File: config.mk
export PLATFORM = sky130hd
export DESIGN_NAME = b_viterbi_322
export DESIGN_NICKNAME = d
export VERILOG_FILES = /design/src/rtl/b_viterbi_322.sv
export SDC_FILE = /design/constraint.sdc
export NUM_CORES = 1
export LEC_CHECK = 0
export CAP_MARGIN = 20
export CORE_MARGIN = 2
export CORE_UTILIZATION = 35
export DETAILED_ROUTE_END_ITERATION = 8
export PLACE_DENSITY = 0.54
export SKIP_CTS_REPAIR_TIMING = 1
export SYNTH_ARGS = -nofsm -noshare
export SYNTH_HDL_FRONTEND = slang
export SYNTH_SLANG_ARGS = --single-unit
File: constraint.sdc
create_clock -name i_clk -period 37.9 [get_ports i_clk]
set_input_delay 9.475 -clock i_clk [delete_from_list [all_inputs] [get_ports i_clk]]
set_output_delay 9.475 -clock i_clk [all_outputs]
set_load 0.01 [all_outputs]
File: src/rtl/b_viterbi_322.sv
// b_viterbi_322 -- hard-decision Viterbi decoder for an 8-state rate-2/3 code.
//
// Encoder being decoded: state S={s2,s1,s0}. An input pair (u1,u0) moves the
// encoder to {u1,u0,s1} and emits {u1^s1, u0^s2^s0, u1^u0^s0}. The decoder
// keeps 8 path metrics and a DEPTH-column survivor memory. Each symbol takes
// LOAD->ACS->WRITE. Once the memory is full it then runs MIN->TRACE->OUT to
// release the input pair of the oldest stored symbol.
//
// Ports:
//   i_clk         rising-edge clock
//   i_rst_n       asynchronous active-low reset
//   i_rx          received hard-decision code symbol (sampled in LOAD only)
//   i_seq_ready   symbol-available qualifier (sampled in LOAD only)
//   o_dx          decoded input pair; updated on entry to OUT, held otherwise
//   o_oe          one-cycle strobe, high only in OUT
//   o_sync_error  set when the metric growth over a DEPTH-symbol window
//                 exceeds SYNC_TH; re-evaluated once per window
module b_viterbi_322 #(
  parameter int N       = 3,
  parameter int K       = 2,
  parameter int DEPTH   = 10,
  parameter int MW      = 6,
  parameter int SYNC_TH = 4
) (
  input  logic         i_clk,
  input  logic         i_rst_n,
  input  logic [N-1:0] i_rx,
  input  logic         i_seq_ready,
  output logic [K-1:0] o_dx,
  output logic         o_oe,
  output logic         o_sync_error
);

  localparam int NS = 8;
  localparam int PW = $clog2(DEPTH);
  localparam int CW = $clog2(DEPTH + 1);
  localparam logic [MW:0] MMAX = {1'b0, {MW{1'b1}}};

  typedef enum logic [2:0] {S_LOAD, S_ACS, S_WRITE, S_MIN, S_TRACE, S_OUT} state_t;

  state_t        r_state, w_next;
  logic [N-1:0]  r_rx;
  logic [MW-1:0] r_metric     [NS];
  logic [MW-1:0] r_new_metric [NS];
  logic [1:0]    r_lab        [NS];
  logic [MW:0]   r_d;
  logic [1:0]    r_surv       [DEPTH][NS];
  logic [PW-1:0] r_wptr, r_tptr, r_tcnt, r_wcnt;
  logic [CW-1:0] r_scnt;
  logic [2:0]    r_s;
  logic [7:0]    r_acc;
  logic [K-1:0]  r_dx;
  logic          r_sync;

  logic [MW:0]   w_best [NS];
  logic [1:0]    w_lab  [NS];
  logic [MW-1:0] w_norm [NS];
  logic [MW:0]   w_d;
  logic [2:0]    w_min_state;
  logic [2:0]    w_trace_s;
  logic [1:0]    w_tlab;
  logic [7:0]    w_acc_sum;
  logic [8:0]    w_acc_raw;

  // Output of the branch from predecessor {l1,t0,l0} into state t.
  function automatic logic [2:0] branch_out(input logic [2:0] t, input logic [1:0] l);
    return {t[2] ^ t[0], t[1] ^ l[1] ^ l[0], t[2] ^ t[1] ^ l[0]};
  endfunction

  function automatic logic [1:0] hamming3(input logic [2:0] a, input logic [2:0] b);
    logic [2:0] x;
    x = a ^ b;
    return {1'b0, x[0]} + {1'b0, x[1]} + {1'b0, x[2]};
  endfunction

  // Add-compare-select over the backward trellis, then normalisation.
  // NOTE: every always_comb output gets a default before any branch so no latch is inferred.
  always_comb begin
    logic [MW:0] cand;
    logic [2:0]  ts;
    logic [1:0]  ls;
    logic [MW:0] diff;
    cand = '0;
    ts   = '0;
    ls   = '0;
    diff = '0;
    w_d  = '1;
    for (int t = 0; t < NS; t++) begin
      ts       = 3'(t);
      w_best[t] = '1;
      w_lab[t]  = 2'd0;
      // Labels visited in ascending order with a strict compare: ties keep the lower label.
      for (int l = 0; l < 4; l++) begin
        ls   = 2'(l);
        cand = {1'b0, r_metric[{ls[1], ts[0], ls[0]}]}
             + {{(MW-1){1'b0}}, hamming3(r_rx, branch_out(ts, ls))};
        if (cand < w_best[t]) begin
          w_best[t] = cand;
          w_lab[t]  = ls;
        end
      end
      if (w_best[t] < w_d) w_d = w_best[t];
    end
    for (int t = 0; t < NS; t++) begin
      diff      = w_best[t] - w_d;
      w_norm[t] = (diff > MMAX) ? MMAX[MW-1:0] : diff[MW-1:0];
    end
  end

  // Lowest-index state with the smallest metric starts the traceback.
  always_comb begin
    w_min_state = 3'd0;
    for (int t = 1; t < NS; t++)
      if (r_metric[t] < r_metric[w_min_state]) w_min_state = 3'(t);
  end

  assign w_tlab    = r_surv[r_tptr][r_s];
  assign w_trace_s = {w_tlab[1], r_s[0], w_tlab[0]};
  assign w_acc_raw = {1'b0, r_acc} + 9'(r_d);
  assign w_acc_sum = w_acc_raw[8] ? 8'hFF : w_acc_raw[7:0];

  // NOTE: sequential state always uses non-blocking assignment so every register sees pre-edge values.
  always_ff @(posedge i_clk or negedge i_rst_n) begin
    if (!i_rst_n) r_state <= S_LOAD;
    else          r_state <= w_next;
  end

  always_comb begin
    w_next = r_state;
    o_oe   = 1'b0;
    unique case (r_state)
      S_LOAD:  if (i_seq_ready) w_next = S_ACS;
      S_ACS:   w_next = S_WRITE;
      S_WRITE: w_next = (r_scnt >= CW'(DEPTH - 1)) ? S_MIN : S_LOAD;
      S_MIN:   w_next = S_TRACE;
      S_TRACE: if (r_tcnt == PW'(DEPTH - 2)) w_next = S_OUT;
      S_OUT: begin
        o_oe   = 1'b1;
        w_next = S_LOAD;
      end
      default: w_next = S_LOAD;
    endcase
  end

  always_ff @(posedge i_clk or negedge i_rst_n) begin
    if (!i_rst_n) begin
      r_rx <= '0;
      for (int t = 0; t < NS; t++) begin
        r_metric[t]     <= (t == 0) ? '0 : MW'(16);
        r_new_metric[t] <= '0;
        r_lab[t]        <= '0;
      end
      r_d    <= '0;
      r_wptr <= '0;
      r_tptr <= '0;
      r_tcnt <= '0;
      r_wcnt <= '0;
      r_scnt <= '0;
      r_s    <= '0;
      r_acc  <= '0;
      r_dx   <= '0;
      r_sync <= 1'b0;
    end else begin
      unique case (r_state)
        S_LOAD: if (i_seq_ready) r_rx <= i_rx;
        S_ACS: begin
          r_new_metric <= w_norm;
          r_lab        <= w_lab;
          r_d          <= w_d;
        end
        S_WRITE: begin
          r_metric <= r_new_metric;
          r_wptr   <= (r_wptr == PW'(DEPTH - 1)) ? '0 : r_wptr + 1'b1;
          if (r_scnt < CW'(DEPTH)) r_scnt <= r_scnt + 1'b1;
          // The window closes on its DEPTH-th symbol, including that symbol's d.
          if (r_wcnt == PW'(DEPTH - 1)) begin
            r_sync <= (w_acc_sum > 8'(SYNC_TH));
            r_acc  <= '0;
            r_wcnt <= '0;
          end else begin
            r_acc  <= w_acc_sum;
            r_wcnt <= r_wcnt + 1'b1;
          end
        end
        S_MIN: begin
          r_s    <= w_min_state;
          r_tptr <= (r_wptr == '0) ? PW'(DEPTH - 1) : r_wptr - 1'b1;
          r_tcnt <= '0;
        end
        S_TRACE: begin
          r_s    <= w_trace_s;
          r_tptr <= (r_tptr == '0) ? PW'(DEPTH - 1) : r_tptr - 1'b1;
          r_tcnt <= r_tcnt + 1'b1;
          if (r_tcnt == PW'(DEPTH - 2)) r_dx <= w_trace_s[2:1];
        end
        default: ;
      endcase
    end
  end

  // NOTE: survivor memory is never read before being written, so it carries no reset.
  always_ff @(posedge i_clk) begin
    if (r_state == S_WRITE)
      for (int t = 0; t < NS; t++) r_surv[r_wptr][t] <= r_lab[t];
  end

  assign o_dx         = r_dx;
  assign o_sync_error = r_sync;

endmodule

[Word-level counts from Yosys, hierarchy flattened]
Memory sizes are Yosys's and may differ from the RTL's.
Cells that the tools add are included.
Operators by class
  $add $sub $neg: 62
  $lt $le $gt $ge: 65
  equality and inequality tests: 10
  multiplexer cells: 116
  bitwise gates (word level): 14
  reduce and logical (&&, ||, !) cells: 9
Operator list (number)
  $mux W7: 40
  $add A6 B2 Y7: 32
  $lt A7 B7 Y1: 31
  $mux W6: 20
  $bmux W6 S3: 6
  $lt A7 B7 Y1 const B: 9
  $gt A7 B6 Y1 const B: 8
  $sub A7 B7 Y7: 8
  $lt A6 B6 Y1: 7
  $mux W2: 19
  $ge A4 B4 Y1 const B: 8
  $not A3 Y4: 7
  $mux W3: 8
  $add A2 B1 Y2: 8
  $add A4 B1 Y4 const B: 4
  $mux W4: 4
  $mux W8: 2
  $pmux W4 S2: 2
  $pmux W3 S5: 1
  $add A1 B1 Y2: 7
  $eq A4 B4 Y1 const B: 3
  $mux W1: 12
  $reduce_and A2 Y1: 5
  $add A8 B7 Y9: 1
  other kinds (15): 24
Storage, ports and cells
  flip-flop bits (word level): 159
  memory bits (writable): 160
  input bits: 6
  output and inout bits: 4
  memories: 1
Memories
  r_surv: depth 10, bits a word 16, rd ports 1, clocked after Yosys merged registers in 0, write ports 1, RTL line 47  | logic [1:0] r_surv [DEPTH][NS];

[Depth between registers and ports, before layout]
Gate-level depths: netlist of run 1.
  depth in word-level cells: 39
  mapped depth: 101

[Worst setup path after synthesis of run 1]
No wires, ideal clock.
  path kind: flip-flop to flip-flop
  start: reg r_rx[0]
  end: reg r_new_metric[32] (netlist bit)
  data arrival time: 20.021 ns
  data required time: 37.759 ns
  setup slack: 17.738 ns
  stages on the path, launching flop included: 92
  buffers on the path: 4
  cells stage by stage: dfrtp_1 > inv_1 > fa_1 > ha_1 > inv_1 > fa_1 > nor2_1 > xnor2_1 > inv_1 > ha_1 > nand2_1 > o31ai_1 > o221ai_1 > nand2_1 > mux2_2 > ha_1 > nand4_1 > a21oi_1 > [... 56 more ...] > ha_1 > a21o_1 > a211oi_1 > a311oi_4 > clkbuf_1 > buf_1 > mux2i_1 > ha_1 > inv_1 > ha_1 > a21oi_2 > inv_2 > maj3_2 > maj3_2 > maj3_2 > maj3_2 > xnor2_4 > a31oi_1
Between the ends
  cells in the longest elaborated chain, start to end: 30
  elaborated cells on any way between the ends: 134
  classes of those cells: 48 x add/sub; 41 x order compare; 41 x mux; 4 x bitwise
Ends and longest elaborated chain
  from (decl): RTL line 42  | logic [N-1:0] r_rx;
  from (signal assigned): RTL line 165  | S_LOAD: if (i_seq_ready) r_rx <= i_rx;
  $add A1 B1 Y2: RTL line 73  | return {1'b0, x[0]} + {1'b0, x[1]} + {1'b0, x[2]};
  $add A2 B1 Y2: RTL line 73
  $add A6 B2 Y7: RTL line 96  | + {{(MW-1){1'b0}}, hamming3(r_rx, branch_out(ts, ls))};
  $lt A7 B7 Y1: RTL line 97  | if (cand < w_best[t]) begin
  $mux W7: RTL line 97
  $lt A7 B7 Y1: RTL line 97
  $mux W7: RTL line 97
  $lt A7 B7 Y1: RTL line 97
  [... 15 more ...]
  $lt A7 B7 Y1: RTL line 102  | if (w_best[t] < w_d) w_d = w_best[t];
  $mux W7: RTL line 102
  $lt A7 B7 Y1: RTL line 102
  $mux W7 *: RTL line 102
  named net w_d[0]: RTL line 58  | logic [MW:0] w_d;
  $sub A7 B7 Y7 *: RTL line 105  | diff = w_best[t] - w_d;
  $gt A7 B6 Y1: RTL line 106  | w_norm[t] = (diff > MMAX) ? MMAX[MW-1:0] : diff[MW-1:0];
  $mux W6 *: RTL line 106
  to (signal assigned): RTL line 167  | r_new_metric <= w_norm;
  to (decl): RTL line 44  | logic [MW-1:0] r_new_metric [NS];
The timed path passes the listed nets; every way through them passes the cells marked *.
A chain may end at the register's enable or synchronous reset.

[Worst setup path after layout of run 1]
  start: reg r_rx[0]
  end: reg r_new_metric[32] (netlist bit)
Between the ends
  cells in the longest elaborated chain, start to end: 30
  elaborated cells on any way between the ends: 134
  classes of those cells: 48 x add/sub; 41 x order compare; 41 x mux; 4 x bitwise
Ends and longest elaborated chain (RTL line)
  $add A1 B1 Y2: 73
  $add A2 B1 Y2: 73
  $add A6 B2 Y7: 96
  $lt A7 B7 Y1: 97
  $mux W7: 97
  $lt A7 B7 Y1: 97
  $mux W7: 97
  $lt A7 B7 Y1: 97
  [... 14 more ...]
  $mux W7: 102
  $lt A7 B7 Y1: 102
  $mux W7: 102
  $lt A7 B7 Y1: 102
  $mux W7: 102
  $sub A7 B7 Y7 *: 105
  $gt A7 B6 Y1: 106
  $mux W6 *: 106
Mark *: on every way between the ends. The rest lies on a longest branch, timed or not.

==> results of run 1 <==
logic make-up after synthesis:
logic type	Yosys count	synth area share [%]
buffers and inverters	370	5.01
multiplexers	201	9.27
adder cells (fa/ha/maj)	365	16.9
AND/OR/NAND/NOR	884	14.0
XOR/XNOR	212	6.62
AO/OA/AOI/OAI	764	17.2
flip-flops	319	31.0
state kept, by name, indices dropped and copies added (netlist names):
signal	cells
r_surv	160
r_metric	48
r_new_metric	48
r_lab	16
r_acc	8
r_d	7
r_scnt	4
r_tcnt	4
r_tptr	4
r_wcnt	4
r_wptr	4
r_rx	3
r_s	3
r_state	3
o_dx	2
o_sync_error	1
critical path, delay by kind of cell (launching register included):
kind	cells	cell delay (ns)
flip-flops	1	0.46
adder cells (fa/ha/maj)	18	5.99
AND/OR/NAND/NOR	18	2.89
XOR/XNOR	3	0.49
multiplexers	6	2.36
buffers and inverters	7	1.58
AO/OA/AOI/OAI	36	9.06
cell usage in the layout, fill, tap and decap left out, types with 43 or more instances in the layout:
cell	count
sky130_fd_sc_hd__a21oi_1	195
sky130_fd_sc_hd__dfrtp_1	151
sky130_fd_sc_hd__edfxtp_1	160
sky130_fd_sc_hd__ha_1	282
sky130_fd_sc_hd__a21o_1	67
sky130_fd_sc_hd__o21ai_0	211
sky130_fd_sc_hd__nand2_1	330
sky130_fd_sc_hd__o21a_1	43
sky130_fd_sc_hd__nor2_1	275
sky130_fd_sc_hd__xnor2_1	159
sky130_fd_sc_hd__nand3_1	49
sky130_fd_sc_hd__mux2i_1	111
sky130_fd_sc_hd__buf_4	60
sky130_fd_sc_hd__inv_1	242
sky130_fd_sc_hd__xor2_1	52
area by class of cell:
class / instances / share of cell area (%)
multi-input combinational: 2426 / 58.4
antenna: 1 / 0.00804
tap: 1060 / 4.26
sequential: 319 / 28.3
clock buffer: 55 / 3.59
timing repair buffer: 70 / 1.84
inverter: 244 / 2.95
clock inverter: 18 / 0.740
layer usage:
layer | wire length [um] | GRT usage [%] | up-vias
li1 | - | - | 11100
met1 | 43500 | 31.9 | 11200
met2 | 40900 | 34.7 | 765
met3 | 5070 | 2.24 | 178
met4 | 3560 | 8.21 | 0
met5 | 0 | 0 | -
worst paths after layout:
check	cells past startpoint	end	from
worst max-delay path	88	r_new_metric[32]$_DFFE_PN0N_	r_rx[0]$_DFFE_PN0P_
worst min-delay path	2	r_metric[42]$_DFFE_PN0P_	r_new_metric[42]$_DFFE_PN0N_
worst max register to register	88	r_new_metric[32]$_DFFE_PN0N_	r_rx[0]$_DFFE_PN0P_
worst min register to register	2	r_metric[42]$_DFFE_PN0P_	r_new_metric[42]$_DFFE_PN0N_
max in group asynchronous	2	r_tptr[0]$_DFFE_PN0P_	i_rst_n
min in group asynchronous	1	r_metric[45]$_DFFE_PN0P_	i_rst_n
per-stage QoR:
| step | cell area [sq um] | hold slack (ns) | std cells |
|---|---|---|---|
| after CTS | 31100 | 0.465 | 4190 |
| after detailed placement | 29800 | 0.459 | 4117 |
| after global routing | 31100 | 0.492 | 4192 |
| final | 31100 | 0.466 | 4193 |
| after floorplan | 28300 | 0.439 | 3115 |
| after global placement | 29700 | 0.447 | 4116 |
==> results by stage, run 1 <==
CTS:
- The clock tree from TritonCTS is done.
- For the worst-skew pair, the clock arrives at the later sink with an insertion delay of 0.59 ns.
- The maximum count of clock buffers along a single path is 3.
- The library cell used as clock root buffer is sky130_fd_sc_hd__clkbuf_16.
- The total number of H-tree levels is 2.
- The CTS buffer count is 40.
- Counting every sink on the clock net gives 319.
- Clock-pin slew was measured on the worst setup and hold paths at 0.06 ns.

Synthesis:
- After synthesis, the cell types taking the most area are sky130_fd_sc_hd__edfxtp_1, sky130_fd_sc_hd__dfrtp_1, sky130_fd_sc_hd__ha_1, sky130_fd_sc_hd__xnor2_1, sky130_fd_sc_hd__nand2_1.
- For this run, the number of Yosys warnings is 0.
- The synthesized design spends more area on one cell type than any other, namely sky130_fd_sc_hd__edfxtp_1.
- The synthesized netlist cell count is 3115.
- After synthesis, flip-flops and latches occupy 31.0% of the total area.
- The synthesized design contains 160 enable-type register cells.
- In the synthesized netlist the async set-or-reset flop fraction comes to 49.8%.
- After synthesis, the most frequently instantiated cells are sky130_fd_sc_hd__nand2_1, sky130_fd_sc_hd__nor2_1, sky130_fd_sc_hd__ha_1, sky130_fd_sc_hd__inv_1, sky130_fd_sc_hd__o21ai_0.
- The number of distinct standard cells referenced by the synthesized netlist is 98.
- Counting every net in the synthesized netlist gives 3445.
- In the synthesized netlist the dominant register cell turns out to be sky130_fd_sc_hd__edfxtp_1.
- The netlist area before placement is 28300 sq um.
- The most common cell in the synthesized netlist is sky130_fd_sc_hd__nand2_1.
- After synthesis the netlist holds a flip-flop and latch count of 319.
- Averaged over all synthesized cells, the footprint is 9.09 sq um.
- Summed over its instances, the top area cell type makes up 17.0% of the synthesized netlist area.

Floorplanning:
- The total core area is 80300 sq um.
- The floorplan step defined a die boundary enclosing 83200 sq um.
- The x dimension of the die is 289 um.
- The die is 289 um tall.
- The number of placement rows is 104.
- The total I/O pin count is 10.
- The initial standard-cell utilization of the core is 35.3%.

Routing:
- Using the TritonRoute via totals, the vias-per-cell ratio works out to 5.54.
- For this block, the via count after detailed routing is 23300.
- In this run, the number of DRC markers left after iteration 0 of detailed routing was 2012.
- The final layout contains routed wiring with a total length of 93.1 mm.
- The first-pass iteration count of the detailed router is 5.
- The detailed-route wire length per cell is 22.2 um.
- The number of remaining DRC errors is 0.
- The number of antenna-violating nets in the routed design is 0.

Global route:
- The number of antenna violations at the first check in global routing is 0.
- The via count of the first global-routing pass is 22200.
- The total congestion overflow is 0.
- The first global-routing pass estimated 140 mm of wire.
- The total global-route track usage is 22.2%.
- The maximum number of pins on one net before global-route repair is 105.

Worst setup path:
- The slowest stage cell on the critical path is sky130_fd_sc_hd__fa_1.
- The critical path endpoint category is a flip-flop.
- Data on the critical path arrives at its endpoint at 23.47 ns.
- The largest single stage delay on the critical path is 0.70 ns.
- Setup slack on the worst reg-to-reg path comes out at 14.86 ns.
- The largest fanout of any net on the critical path is 25.
- Data on the critical path is required at its endpoint by 38.32 ns.
- The worst setup path is launched from a flip-flop.
- The cell seen most often among critical-path stages is sky130_fd_sc_hd__ha_1.
- The critical path is of the reg2reg type.

STA:
- The highest clock frequency the design can meet is 0.0434 GHz.
- After layout, the worst path uses 60.8% of the clock period.
- For the final database, setup skew stands at 0.0463 ns.
- Counting I/O delays and the setup requirement, the final critical path takes 23.04 ns.
- Setup repair after global routing left no endpoint under its margin.
- The least setup slack across all paths after layout is 14.86 ns.
- The final hold violation count is 0.
- Adding up every negative setup slack in the final design gives 0 ns.
- At the pin with the least slew margin, the transition time is 1.11 ns.
- The count of pins over their slew limit is 0.
- The number of setup violations in the final report is 0.
- In this run the tightest slew margin relative to its limit is 26.2%.

Cells and area:
- The share of cells above drive strength 1 is 9.13%.
- The sequential cell area is 8800 sq um.
- The layout has 8067 filler cells.
- Summing all multi-input logic gate instances after layout gives 18200 sq um.
- The share of the core filled with cells is 38.8%.
- After the last flow step, the layout net total stands at 3431.
- The area growth from synthesis to layout is 9.88%.

Placement:
- The worst slack after detailed placement is 15.19 ns.
- The count of port buffers added during placement is 9.
- Detailed placement ended at an HPWL of 72.1 mm.
- Routability-driven placement finished with a final weighted congestion of 0.953.

Outcome:
- The flow ran to the end, and the final reports show no timing, DRC or antenna violations.

Hold path:
- The class of the tightest hold or removal check is reg2reg.

Job:
- The number of violations of the max-capacitance limit is 0.
Power of run 1 is not shown: default switching activity piles up to over one toggle a cycle in this logic, so the estimate is an artifact.
==> run 2: changes to the inputs <==
clock period = 22.3 ns   (was 37.9 ns; I/O delays follow)
==> results by stage, run 2 (synthesis results as in run 1) <==
Routing:
- The amount of wire on met2 after detailed routing is 42.9 mm (+4.9%).
- The detailed-route wire length per cell is 22.5 um (+1.2%).
- The number of remaining DRC errors came to 0 (unchanged).
- The routed wire length on met3 was 4.52 mm (-11%).
- The sum of routed wire length over all layers is 94.6 mm (+1.6%).
- The via count of the routed design is 23300 (+0.33%).
- The detailed-routing wirelength on met1 is 44.4 mm (+1.9%).
- The number of antenna-violating nets in the routed design is 0 (unchanged).
- The first-pass iteration count of the detailed router is 7 (+2).
- The highest layer used for signal routing is met4.
- The first-iteration detailed-routing DRC count is 1737 (-14%).
- The via count normalized by instance count is 5.54 (-0.12%).

CTS:
- The number of clock sinks is 319 (unchanged).
- TritonCTS built the clock tree.
- Clock tree synthesis selected as its root buffer the cell sky130_fd_sc_hd__clkbuf_16.
- The total number of H-tree levels is 2 (unchanged).
- The maximum count of clock buffers along a single path is 3 (unchanged).
- The CTS buffer count is 39 (-2.5%).
- The clock latency on the worst-skew pair is 0.60 ns (about the same).
- The clock-pin slew on the worst setup and hold paths was 0.06 ns (about the same).

Floorplanning:
- The total I/O pin count was 10 (unchanged).
- The total core area is 80300 sq um (unchanged).
- The number of placement rows was 104 (unchanged).
- The x dimension of the die was 289 um (unchanged).
- The initial standard-cell utilization of the core is 35.3% (unchanged).
- The area of the die is 83200 sq um (unchanged).
- The die span in y was 289 um (unchanged).

Placement:
- The count of port buffers added during placement is 9 (unchanged).
- The final weighted congestion in routability-driven placement is 0.930 (-2.4%).
- The detailed-placement wirelength estimate is 74.4 mm (+3.2%).

STA:
- The number of setup violations in the final report was 0 (unchanged).
- The highest clock frequency the design can meet was 0.0476 GHz (+9.8%).
- The pin slew with the least headroom to its limit came to 1.06 ns (-0.0479 ns).
- The count of pins over their slew limit is 0 (unchanged).
- The clock skew after layout is 0.0563 ns (+0.00998 ns).
- The final cycle utilization of the critical path is 94.1% (+33 points).
- The clock period minus final worst setup slack is 20.99 ns (-2.05 ns).
- Setup repair after global routing left no endpoint under its margin.
- The max-slew headroom at the worst pin is 28.9% (+2.7 points).
- The total negative setup slack is 0 ns (unchanged).
- The final hold violation count came to 0 (unchanged).

Outcome:
- The flow ran to the end, and the final reports show no timing, DRC or antenna violations.

Worst setup path:
- The category of the critical setup timing path is reg2reg.
- The slowest stage cell on the critical path is sky130_fd_sc_hd__fa_2.
- STA classifies the critical path startpoint as a flip-flop.
- The delay contributed by the slowest stage of the critical path is 0.54 ns (-0.16 ns).
- The data required time of the worst path is 22.76 ns (-15.56 ns).
- The cell seen most often among critical-path stages is sky130_fd_sc_hd__ha_1.
- The signal arrival time at the worst endpoint was 21.46 ns (-2.01 ns).
- STA classifies the critical path endpoint as a flip-flop.
- The minimum setup slack among reg-to-reg paths is 1.31 ns (-13.55 ns).
- The largest fanout of any net on the critical path is 11 (-56%).
- The number of cells on the worst reg-to-reg path is 89 (+1.1%).
- The endpoint of the most critical register-to-register path is r_new_metric[29]$_DFFE_PN0N_.
- The launch instance of the worst register-to-register path is r_rx[0]$_DFFE_PN0P_.

Hold path:
- The startpoint identified for the worst hold timing path is r_new_metric[28]$_DFFE_PN0N_.
- The path with the worst hold slack has its endpoint at r_new_metric[28]$_DFFE_PN0N_.
- The depth of the worst hold-timing path is 2 (unchanged).
- The class of the tightest hold or removal check is reg2reg.

Cells and area:
- Leaving out fill and tap cells, the most frequent cells in the layout are sky130_fd_sc_hd__nand2_1, sky130_fd_sc_hd__ha_1, sky130_fd_sc_hd__nor2_1, sky130_fd_sc_hd__inv_1, sky130_fd_sc_hd__o21ai_0.
- The register with the most flip-flops in the final layout is r_surv.
- The share of cells above drive strength 1 was 10.3% (+1.2 points).
- The largest registers in the layout are r_surv x160, r_metric x48, r_new_metric x48.
- The number of flip-flops under the largest register name is 160 (unchanged).
- The most common cell after layout, fill and taps aside is sky130_fd_sc_hd__nand2_1.
- The final net count came to 3453 (+0.64%).
- The share of the core filled with cells came to 39.0% (+0.26 points).
- The sequential cell area is 8800 sq um (about the same).
- The area of combinational cells with multiple inputs came to 18300 sq um (+0.48%).
- The layout overhead on the synthesized area is 10.6%.
- The count of antenna diodes in the layout is 0 (-1).
- The number of fill cells is 8036 (-0.38%).

Job:
- The number of violations of the max-capacitance limit is 0 (unchanged).

Global route:
- The via count of the first global-routing pass is 22500 (+1.2%).
- The total global-route track usage is 22.7% (+0.51 points).
- The maximum number of pins on one net before global-route repair is 90 (-14%).
- The number of antenna violations at the first check in global routing is 3 (+3).
- The first-pass GRT wire length came to 143 mm (+2.3%).
- The total congestion overflow is 0 (unchanged).
==> run 2: cell types whose count changed in the layout (fill, tap and decap cells not counted), moves of 3 or more <==
cell,change
sky130_fd_sc_hd__inv_6,-3
sky130_fd_sc_hd__clkinv_4,+3
sky130_fd_sc_hd__a21oi_1,-3
sky130_fd_sc_hd__clkbuf_1,-3
sky130_fd_sc_hd__clkinv_2,-3
sky130_fd_sc_hd__clkinvlp_4,+4
sky130_fd_sc_hd__o21ai_0,-3
sky130_fd_sc_hd__clkinv_1,+4
sky130_fd_sc_hd__buf_4,+20
sky130_fd_sc_hd__mux2i_1,-3
==> run 2: stage by stage <==
| stage | instance area [sq um] | hold WS (ns) | worst slack (ns) | cells |
|---|---|---|---|---|
| finish | 31300 | 0.467 | 1.31 | 4212 |
| global route | 31300 | 0.502 | 0.0236 | 4212 |
| CTS | 31200 | 0.471 | 0.236 | 4203 |
| detailed placement | 29900 | 0.458 | 0.281 | 4133 |
| global placement | 29800 | 0.453 | 0.776 | 4130 |
| floorplan | 28300 | 0.439 | 2.14 | 3115 |
==> run 2: area by class of cell <==
| cell class | instances | share of cell area [%] |
|---|---|---|
| Multi-Input combinational cell | 2426 | 58.3 |
| Sequential cell | 319 | 28.1 |
| Tap cell | 1060 | 4.23 |
| Clock buffer | 50 | 3.44 |
| Inverter | 244 | 2.94 |
| Timing Repair Buffer | 93 | 2.44 |
| Clock inverter | 20 | 0.627 |
==> run 2: how the worst max path moves through the flow <==
stage / from / to / slack [ns] / cells after the start
floorplan: r_rx[0]$_DFFE_PN0P_ / r_new_metric[32]$_DFFE_PN0N_ / 2.14 / 91
global placement: r_rx[0]$_DFFE_PN0P_ / r_new_metric[24]$_DFFE_PN0N_ / 0.78 / 88
detailed placement: r_rx[0]$_DFFE_PN0P_ / r_new_metric[41]$_DFFE_PN0N_ / 0.28 / 89
CTS: r_rx[0]$_DFFE_PN0P_ / r_new_metric[29]$_DFFE_PN0N_ / 0.24 / 90
global route: r_rx[0]$_DFFE_PN0P_ / r_new_metric[37]$_DFFE_PN0N_ / 0.02 / 89
finish: r_rx[0]$_DFFE_PN0P_ / r_new_metric[29]$_DFFE_PN0N_ / 1.31 / 89
==> run 2: worst max-delay path, delay by kind of cell, from the launching register on <==
family,cells,cell delay (ns)
AOI/OAI and AO/OA,34,7.66
xor gates and xnor gates,3,0.55
adders and majority gates,17,5.39
buffers and inverters,9,1.37
DFF,1,0.45
muxes,7,2.50
and+or+nand+nor,19,2.95
==> run 2: layer usage <==
| metal | GRT usage (%) | up-vias |
|---|---|---|
| met3 | 2.31 | 116 |
| met1 | 32.5 | 11500 |
| met4 | 7.01 | 0 |
| li1 | - | 11200 |
| met5 | 0 | - |
| met2 | 36.2 | 600 |
Power of run 2 is left out for the same reason.
